`config.mk`:
```
export PLATFORM = sky130hd
export DESIGN_NAME = disp_output_k_flat
export DESIGN_NICKNAME = d
export VERILOG_FILES = /design/src/rtl/disp_output_k_if.sv /design/src/rtl/disp_output_k.sv /design/src/flat_wrapper.sv
export SDC_FILE = /design/constraint.sdc
export NUM_CORES = 1
export LEC_CHECK = 0
export ABC_AREA = 0
export CORE_ASPECT_RATIO = 1.4
export CORE_UTILIZATION = 50
export DETAILED_ROUTE_END_ITERATION = 8
export MAX_ROUTING_LAYER = met4
export PLACE_DENSITY = 0.7
export SYNTH_ARGS = -nofsm -noshare
export SYNTH_HDL_FRONTEND = slang
export SYNTH_SLANG_ARGS = --single-unit
```
`constraint.sdc`:
```
create_clock -name clk -period 2.5 [get_ports clk]
set_clock_uncertainty 0.05 [all_clocks]
set_input_delay 0.375 -clock clk [delete_from_list [all_inputs] [get_ports clk]]
set_output_delay 0.375 -clock clk [all_outputs]
set_load 0.02 [all_outputs]
```
`src/rtl/disp_output_k_if.sv`:
```
// Valid/ready bus that carries one 16-bit fixed-point value (6.10) into the display block.
interface disp_output_k_if;
   logic [15:0] k_in;
   logic        k_valid;
   logic        k_ready;

   modport master (output k_in, output k_valid, input k_ready);
   modport slave  (input k_in, input k_valid, output k_ready);
endinterface

```
`src/rtl/disp_output_k.sv`:
```
// Converts an accepted 6.10 fixed-point value to TT.ff decimal digits and shows them on a
// multiplexed 4-digit common-anode 7-segment display.
module disp_output_k #(
   parameter int REFRESH_DIV = 100000
) (
   input  logic             clk,
   input  logic             rst_n,
   disp_output_k_if.slave   k_bus,
   output logic             busy,
   output logic             done,
   output logic [3:0]       an,
   output logic [6:0]       seg,
   output logic             dp
);

   localparam int CW = (REFRESH_DIV > 1) ? $clog2(REFRESH_DIV) : 1;

   typedef enum logic [1:0] {S_IDLE, S_INT, S_FRAC, S_COMMIT} state_t;

   state_t      state;
   logic [5:0]  int_sh;
   logic [9:0]  frac_r;
   logic [3:0]  bcd_tens, bcd_ones, tenths, hund;
   logic [2:0]  step;
   logic        ready_q, done_q;
   logic [3:0]  disp_tens, disp_ones, disp_tenths, disp_hund;
   logic [CW-1:0] ref_cnt;
   logic [1:0]  idx;

   logic [3:0]  tens_adj, ones_adj;
   logic [13:0] frac_p;
   logic [3:0]  cur_digit;

   // One double-dabble step (add-3 correction) and one multiply-by-10 fraction step
   always_comb begin
      tens_adj = (bcd_tens >= 4'd5) ? bcd_tens + 4'd3 : bcd_tens;
      ones_adj = (bcd_ones >= 4'd5) ? bcd_ones + 4'd3 : bcd_ones;
      frac_p   = 14'(frac_r) * 14'd10;
   end

   always_ff @(posedge clk or negedge rst_n) begin
      if (!rst_n) begin
         state       <= S_IDLE;
         int_sh      <= '0;
         frac_r      <= '0;
         bcd_tens    <= '0;
         bcd_ones    <= '0;
         tenths      <= '0;
         hund        <= '0;
         step        <= '0;
         ready_q     <= 1'b1;
         done_q      <= 1'b0;
         disp_tens   <= '0;
         disp_ones   <= '0;
         disp_tenths <= '0;
         disp_hund   <= '0;
      end else begin
         done_q <= 1'b0;
         case (state)
            S_IDLE: begin
               if (k_bus.k_valid) begin
                  int_sh   <= k_bus.k_in[15:10];
                  frac_r   <= k_bus.k_in[9:0];
                  bcd_tens <= '0;
                  bcd_ones <= '0;
                  step     <= '0;
                  ready_q  <= 1'b0;
                  state    <= S_INT;
               end
            end
            S_INT: begin
               bcd_tens <= {tens_adj[2:0], ones_adj[3]};
               bcd_ones <= {ones_adj[2:0], int_sh[5]};
               int_sh   <= {int_sh[4:0], 1'b0};
               if (step == 3'd5) begin
                  step  <= '0;
                  state <= S_FRAC;
               end else begin
                  step <= step + 3'd1;
               end
            end
            S_FRAC: begin
               frac_r <= frac_p[9:0];
               if (step == 3'd0) begin
                  tenths <= frac_p[13:10];
                  step   <= 3'd1;
               end else begin
                  hund  <= frac_p[13:10];
                  state <= S_COMMIT;
               end
            end
            S_COMMIT: begin
               disp_tens   <= bcd_tens;
               disp_ones   <= bcd_ones;
               disp_tenths <= tenths;
               disp_hund   <= hund;
               done_q      <= 1'b1;
               ready_q     <= 1'b1;
               state       <= S_IDLE;
            end
            default: state <= S_IDLE;
         endcase
      end
   end

   assign k_bus.k_ready = ready_q;
   assign busy          = ~ready_q;
   assign done          = done_q;

   // Free-running digit scan, independent of the conversion FSM
   always_ff @(posedge clk or negedge rst_n) begin
      if (!rst_n) begin
         ref_cnt <= '0;
         idx     <= '0;
      end else if (ref_cnt == CW'(REFRESH_DIV - 1)) begin
         ref_cnt <= '0;
         idx     <= idx + 2'd1;
      end else begin
         ref_cnt <= ref_cnt + CW'(1);
      end
   end

   function automatic logic [6:0] seg_decode(input logic [3:0] d);
      case (d)
         4'd0: seg_decode = 7'h40;
         4'd1: seg_decode = 7'h79;
         4'd2: seg_decode = 7'h24;
         4'd3: seg_decode = 7'h30;
         4'd4: seg_decode = 7'h19;
         4'd5: seg_decode = 7'h12;
         4'd6: seg_decode = 7'h02;
         4'd7: seg_decode = 7'h78;
         4'd8: seg_decode = 7'h00;
         4'd9: seg_decode = 7'h10;
         default: seg_decode = 7'h7F;
      endcase
   endfunction

   always_comb begin
      case (idx)
         2'd0:    cur_digit = disp_hund;
         2'd1:    cur_digit = disp_tenths;
         2'd2:    cur_digit = disp_ones;
         default: cur_digit = disp_tens;
      endcase
      an  = ~(4'b0001 << idx);
      dp  = (idx != 2'd2);
      // A zero tens digit is blanked rather than shown as a leading zero
      if (idx == 2'd3 && disp_tens == 4'd0)
         seg = 7'h7F;
      else
         seg = seg_decode(cur_digit);
   end

endmodule

```
`src/flat_wrapper.sv`:
```
// flat-port wrapper written by rule: the top's interface ports become plain ports
module disp_output_k_flat 
#(
   parameter int REFRESH_DIV = 100000
)
  (clk, rst_n, busy, done, an, seg, dp, k_bus_k_in, k_bus_k_valid, k_bus_k_ready);
  disp_output_k_if k_bus_i ();
  input  logic clk;
  input  logic rst_n;
  output logic busy;
  output logic done;
  output logic [3:0] an;
  output logic [6:0] seg;
  output logic dp;
  input wire logic [$bits(k_bus_i.k_in)-1:0] k_bus_k_in;
  input wire logic [$bits(k_bus_i.k_valid)-1:0] k_bus_k_valid;
  output wire logic [$bits(k_bus_i.k_ready)-1:0] k_bus_k_ready;
  assign k_bus_i.k_in = k_bus_k_in;
  assign k_bus_i.k_valid = k_bus_k_valid;
  assign k_bus_k_ready = k_bus_i.k_ready;
  disp_output_k #(.REFRESH_DIV(REFRESH_DIV)) u_core (.clk(clk), .rst_n(rst_n), .k_bus(k_bus_i), .busy(busy), .done(done), .an(an), .seg(seg), .dp(dp));
endmodule
```
Word-level counts from Yosys, hierarchy flattened:

Memory sizes are Yosys's and may differ from the RTL's.
Cells that the tools add are included.
Widths: inputs -> output; s select.

* register bits: 74
* bits in read-only memories: 112
* input bits: 19
* memories kept: 1

* add/sub/neg operators: 5
* $mul: 1
* $lt $le $gt $ge: 2
* equality and inequality tests: 13
* shift-type cells: 1
* multiplexer cells: 23
* bitwise operators: 3
* reduce and logical (&&, ||, !) cells: 16

Memories
* (name not given): words 16, width 7, rd ports 1, clocked after memory_dff 0, wr ports 0, line disp_output_k.sv:124 `case (d)`

Operators by type and width (number)
* $pmux 10 s2: 1
* $add 17x1->17 const B: 1
* $eq 17x17->1 const B: 1
* $mux 17: 1
* $pmux 4 s2: 2
* $mul 10x3->13 const B: 1
* $mux 3: 4
* $pmux 4 s3: 1
* $pmux 6 s2: 1
* $mux 10: 1
* $reduce_and 2->1: 5
* $pmux 3 s3: 1
* $eq 2x2->1 const B: 4
* $ge 4x3->1 const B: 2
* $mux 4: 2
* $pmux 2 s4: 1
* $mux 7: 1
* $mux 2: 3
* $mux 6: 1
* $ne 2x2->1 const B: 3
* $reduce_and 3->1: 2
* $reduce_bool 2->1: 3
* $add 4x2->4 const B: 1
* $eq 2x1->1 const B: 2
* other kinds (15): 19

Longest topological paths before layout:

An unclocked memory read counts as a cell.

* depth after elaboration: 4
* mapped depth: 8

Worst setup path after synthesis:

No wires, ideal clock.

* path type: register to output
* start point: register u_core.idx[0]
* end point: output seg[3]
* arrival time: 2.017 ns
* required time: 2.075 ns
* slack: 0.058 ns
* stages on the path, launching flop included: 8
* path buffers: 0
* path through: dfrtp_1 > inv_1 > ha_1 > a222oi_1 > mux2i_1 > ha_1 > nor2_1 > o21ai_0

* cells in the longest elaborated chain, start to end: 4
* elaborated cells between the ends (all ways): 8
* classes of those cells: eq/ne: 3; mux: 2; reduce/logical: 2; memory: 1

RTL lines
* start, declared: line disp_output_k.sv:28 `logic [1:0] idx;`
* start signal, assigned: line disp_output_k.sv:117 `idx <= idx + 2'd1;`
* $eq 2x2->1, or another cell as far along: line disp_output_k.sv:140 `case (idx)`
* $pmux 4 s3: line disp_output_k.sv:140
* $mem_v2 16x7
* $mux 7 (*): line disp_output_k.sv:149 `if (idx == 2'd3 && disp_tens == 4'd0)`
* end, declared: line flat_wrapper.sv:13 `output logic [6:0] seg;`

Mark *: on every way between the ends. The rest lies on a longest branch, timed or not.

Worst setup path in the final report:

* start point: register u_core.idx[1]
* end point: output seg[0]

Same word-level chain as after synthesis.

==> results.ini <==
[yosys]
synth_cell_types=52
synthXorXnorAreaFrac=0.0477
synthesis.nets=478
synth_cells=426
synth_ff_type=dfrtp_1
synth-seq-cells=74
synth_compound_area_frac=0.146
seq_area_frac_synth=0.439
synthSimpleGateAreaFrac=0.144
yosys.area_share.adder=0.0996
avgSynthCellArea_sq_um=9.91
synth_top_family_by_area=compound AO/OA/AOI/OAI gates
muxShareOfSynthArea=0.0845
synth_edf_count=0
synthArstFlopShare=1.00
yosys_warnings=0
syn_area_sq_um=4220

[pwr]
p_int_w=0.00378
leakage_nw=2.40
clkPwrFrac=0.187
power.switching_w=0.00249
pwr-share-comb=0.506
p_sw_frac=0.398
peakVddDrop_v=0.000849
p_seq_frac=0.307
powerDensity_nw_per_um2=1210

[placed_design]
pre_cts_slack_ps=-427
placed_cells=573
gp_congestion=0.850
hpwl_um=6210
port_buffers=33

[grt]
grt_pass1_vias=3419
grt_first_pass_wirelength_um=15300
grt_usage=0.228
antenna_found_initial=0
grt_max_degree=47
grt_overflow=0

[route]
met2_length_um=4610
first_iter_violations=169
route.detailed.drc=0
highest_layer=met4
met1_length_um=3730
vias_per_cell=5.59
final_antenna_net_count=0
drt-wirelength-per-cell_um=14.7
wl_met3_um=267
vias=3327
drt_wl_total_um=8740
drtPass1Iterations=4

[setup_path]
cp-end-kind=primary output
max_stage_delay_ps=430
arrival_ps=2320
crit_top_cell=buf_4
r2r_cells=8
worst-setup-path-type=flip-flop to primary output
crit_slowest_cell=a222oi_1
worstPathRequired_ps=2080
crit_family=compound AO/OA/AOI/OAI gates
crit_path_cell_trace=inv_2, ha_2, a222oi_1, mux2i_2, buf_4, a21oi_1, o31a_1, o21ai_1, buf_4
crit_path_start_kind=flip-flop
worstPathMaxFanout=6
cp.depth=9
path_buf_inv=3

[final_layout]
antenna_cells=0
drive_gt1_frac=0.205
utilization=0.635
syn2layout_area_growth_pct=22.6
final_common_cell=dfrtp_1
final_cell_mix=73 x dfrtp_1, 48 x nand2_1, 37 x o21ai_0, 35 x buf_4, 27 x ha_1
final_cells=595
nFillCells=667
nNetsFinal=541

[sta]
fin_setup_tns_ps=-1480
slew-limit-headroom=0.469
fin_crit_sh=1.10
fmax_mhz=364
fin_ws_ps=-249
rsz0062_at_grt=true
tightest_slew_ps=797
final_max_slew_viol_count=0
hold_viol_final=0
setup_violations=7
fin_crit_ps=2750
hold_ws_ps=429

[hold_path]
hold_depth=2
holdCritPathClass=flip-flop to flip-flop

[cts]
cts_tree=built
numCtsBuffers=9
cts_buffer_depth=2
cts_max_level=3
cts_root_buf=clkbuf_16
clk_latency_ps=330
cts_sinks=74
cts.clk_slew.worst_paths_ps=60

[floorplan]
dieHeight_um=111
die_x_um=79.6
fp.dieArea_sq_um=8820
start_util=0.518
core_sq_um=8150
core.rowCount=39
ios=34

[run]
drv_cap=0

[run_status]
violations=setup timing
status=complete, but fails checks

## metrics by stage
stage          cell area, sq um  total power (W)
3_3_place_gp               4820          0.00490
2_1_floorplan              4220          0.00407
3_5_place_dp               4820          0.00501
6_report                   5170          0.00627
4_1_cts                    5130          0.00622
5_1_grt                    5170          0.00679
## registers in the layout (all words and copies together) (netlist names), 3 cells and up
signal and flops:
u_core.int_sh 6, u_core.tenths 4, u_core.step 3, u_core.disp_hund 4
u_core.bcd_ones 4, u_core.bcd_tens 4, u_core.frac_r 10, u_core.disp_tens 4
u_core.hund 4, u_core.disp_tenths 4, u_core.disp_ones 4, u_core.ref_cnt 17
## cells in the mapped netlist (2+ instances only)
| cell type | n | area, sq um |
|---|---|---|
| a21o_1 | 3 | 22.5 |
| a21oi_1 | 20 | 100 |
| a222oi_1 | 4 | 40.0 |
| a22o_1 | 4 | 35.0 |
| a22oi_1 | 2 | 15.0 |
| a31oi_1 | 3 | 18.8 |
| a32o_1 | 3 | 30.0 |
| and2_1 | 3 | 18.8 |
| and3_1 | 2 | 12.5 |
| buf_1 | 3 | 11.3 |
| clkbuf_1 | 9 | 33.8 |
| dfrtp_1 | 73 | 1830 |
| ha_1 | 32 | 400 |
| inv_1 | 24 | 90.1 |
| mux2_2 | 21 | 236 |
| mux2i_1 | 12 | 120 |
| nand2_1 | 49 | 184 |
| nand2b_1 | 6 | 37.5 |
| nand3_1 | 10 | 50.1 |
| nand4_1 | 6 | 37.5 |
| nor2_1 | 23 | 86.3 |
| nor2b_1 | 6 | 37.5 |
| nor3_1 | 2 | 10.0 |
| nor4_1 | 2 | 12.5 |
| o21ai_0 | 41 | 205 |
| o21ai_2 | 2 | 17.5 |
| o22ai_1 | 14 | 87.6 |
| o31a_1 | 2 | 17.5 |
| xnor2_1 | 15 | 131 |
| xor2_1 | 8 | 70.1 |
## area by class of cell
class	count	area (sq um)	area share
Sequential cell	74	1850	0.358
Clock buffer	11	243	0.0469
Inverter	25	95.1	0.0184
Multi-Input combinational cell	312	2250	0.435
Tap cell	102	128	0.0247
Timing Repair Buffer	67	574	0.111
Clock inverter	4	28.8	0.00556
## path summary, 6_finish.rpt
| kind | startpoint | endpoint | slack [ps] |
|---|---|---|---|
| min reg2reg | u_core.hund[3] | u_core.hund[3] | 430 |
| max reg2reg | u_core.frac_r[3] | u_core.hund[0] | 110 |
| min in group asynchronous | rst_n | u_core.bcd_tens[2] | 500 |
| max in group asynchronous | rst_n | u_core.hund[3] | 1300 |
| min | u_core.hund[3] | u_core.hund[3] | 430 |
| max | u_core.idx[1] | seg[0] | -250 |
## cell families after synthesis
family | after synthesis
AO/OA/AOI/OAI | 101
XOR/XNOR | 23
adder cells (fa/ha/maj) | 33
buffers and inverters | 40
flip-flops | 74
multiplexers | 33
AND/OR/NAND/NOR | 122
## worst min-delay path, delay by kind of cell, from the launching register on
kind / cells / cell delay (ps)
AO/OA/AOI/OAI: 1 / 60
AND/OR/NAND/NOR: 1 / 50
flip-flops: 1 / 340
## per-layer routing
layer  vias up  global-route usage
met5         -                   -
met1      1625               0.265
met4         0              0.0788
li1       1640                   -
met2        52               0.387
met3        10              0.0428
## power groups by stage
| stage | Clock, W | Sequential (W) | Combinational (W) |
|---|---|---|---|
| 2_1_floorplan | 0 | 0.00184 | 0.00223 |
| 3_3_place_gp | 0 | 0.00193 | 0.00297 |
| 3_5_place_dp | 0 | 0.00194 | 0.00307 |
| 4_1_cts | 0.00120 | 0.00193 | 0.00309 |
| 5_1_grt | 0.00126 | 0.00197 | 0.00356 |
| 6_report | 0.00117 | 0.00192 | 0.00317 |
## timing repair
| action | CTS | global route |
|---|---|---|
| gates resized for setup | 49 | 8 |
| buffers inserted | 3 | 3 |
| endpoints found under the hold margin | 16 | 0 |
| pin swaps | 5 | 2 |
| endpoints found under the setup margin | 11 | 11 |
| hold buffers | 1 | 0 |
Power figures use the tool's default switching activity.
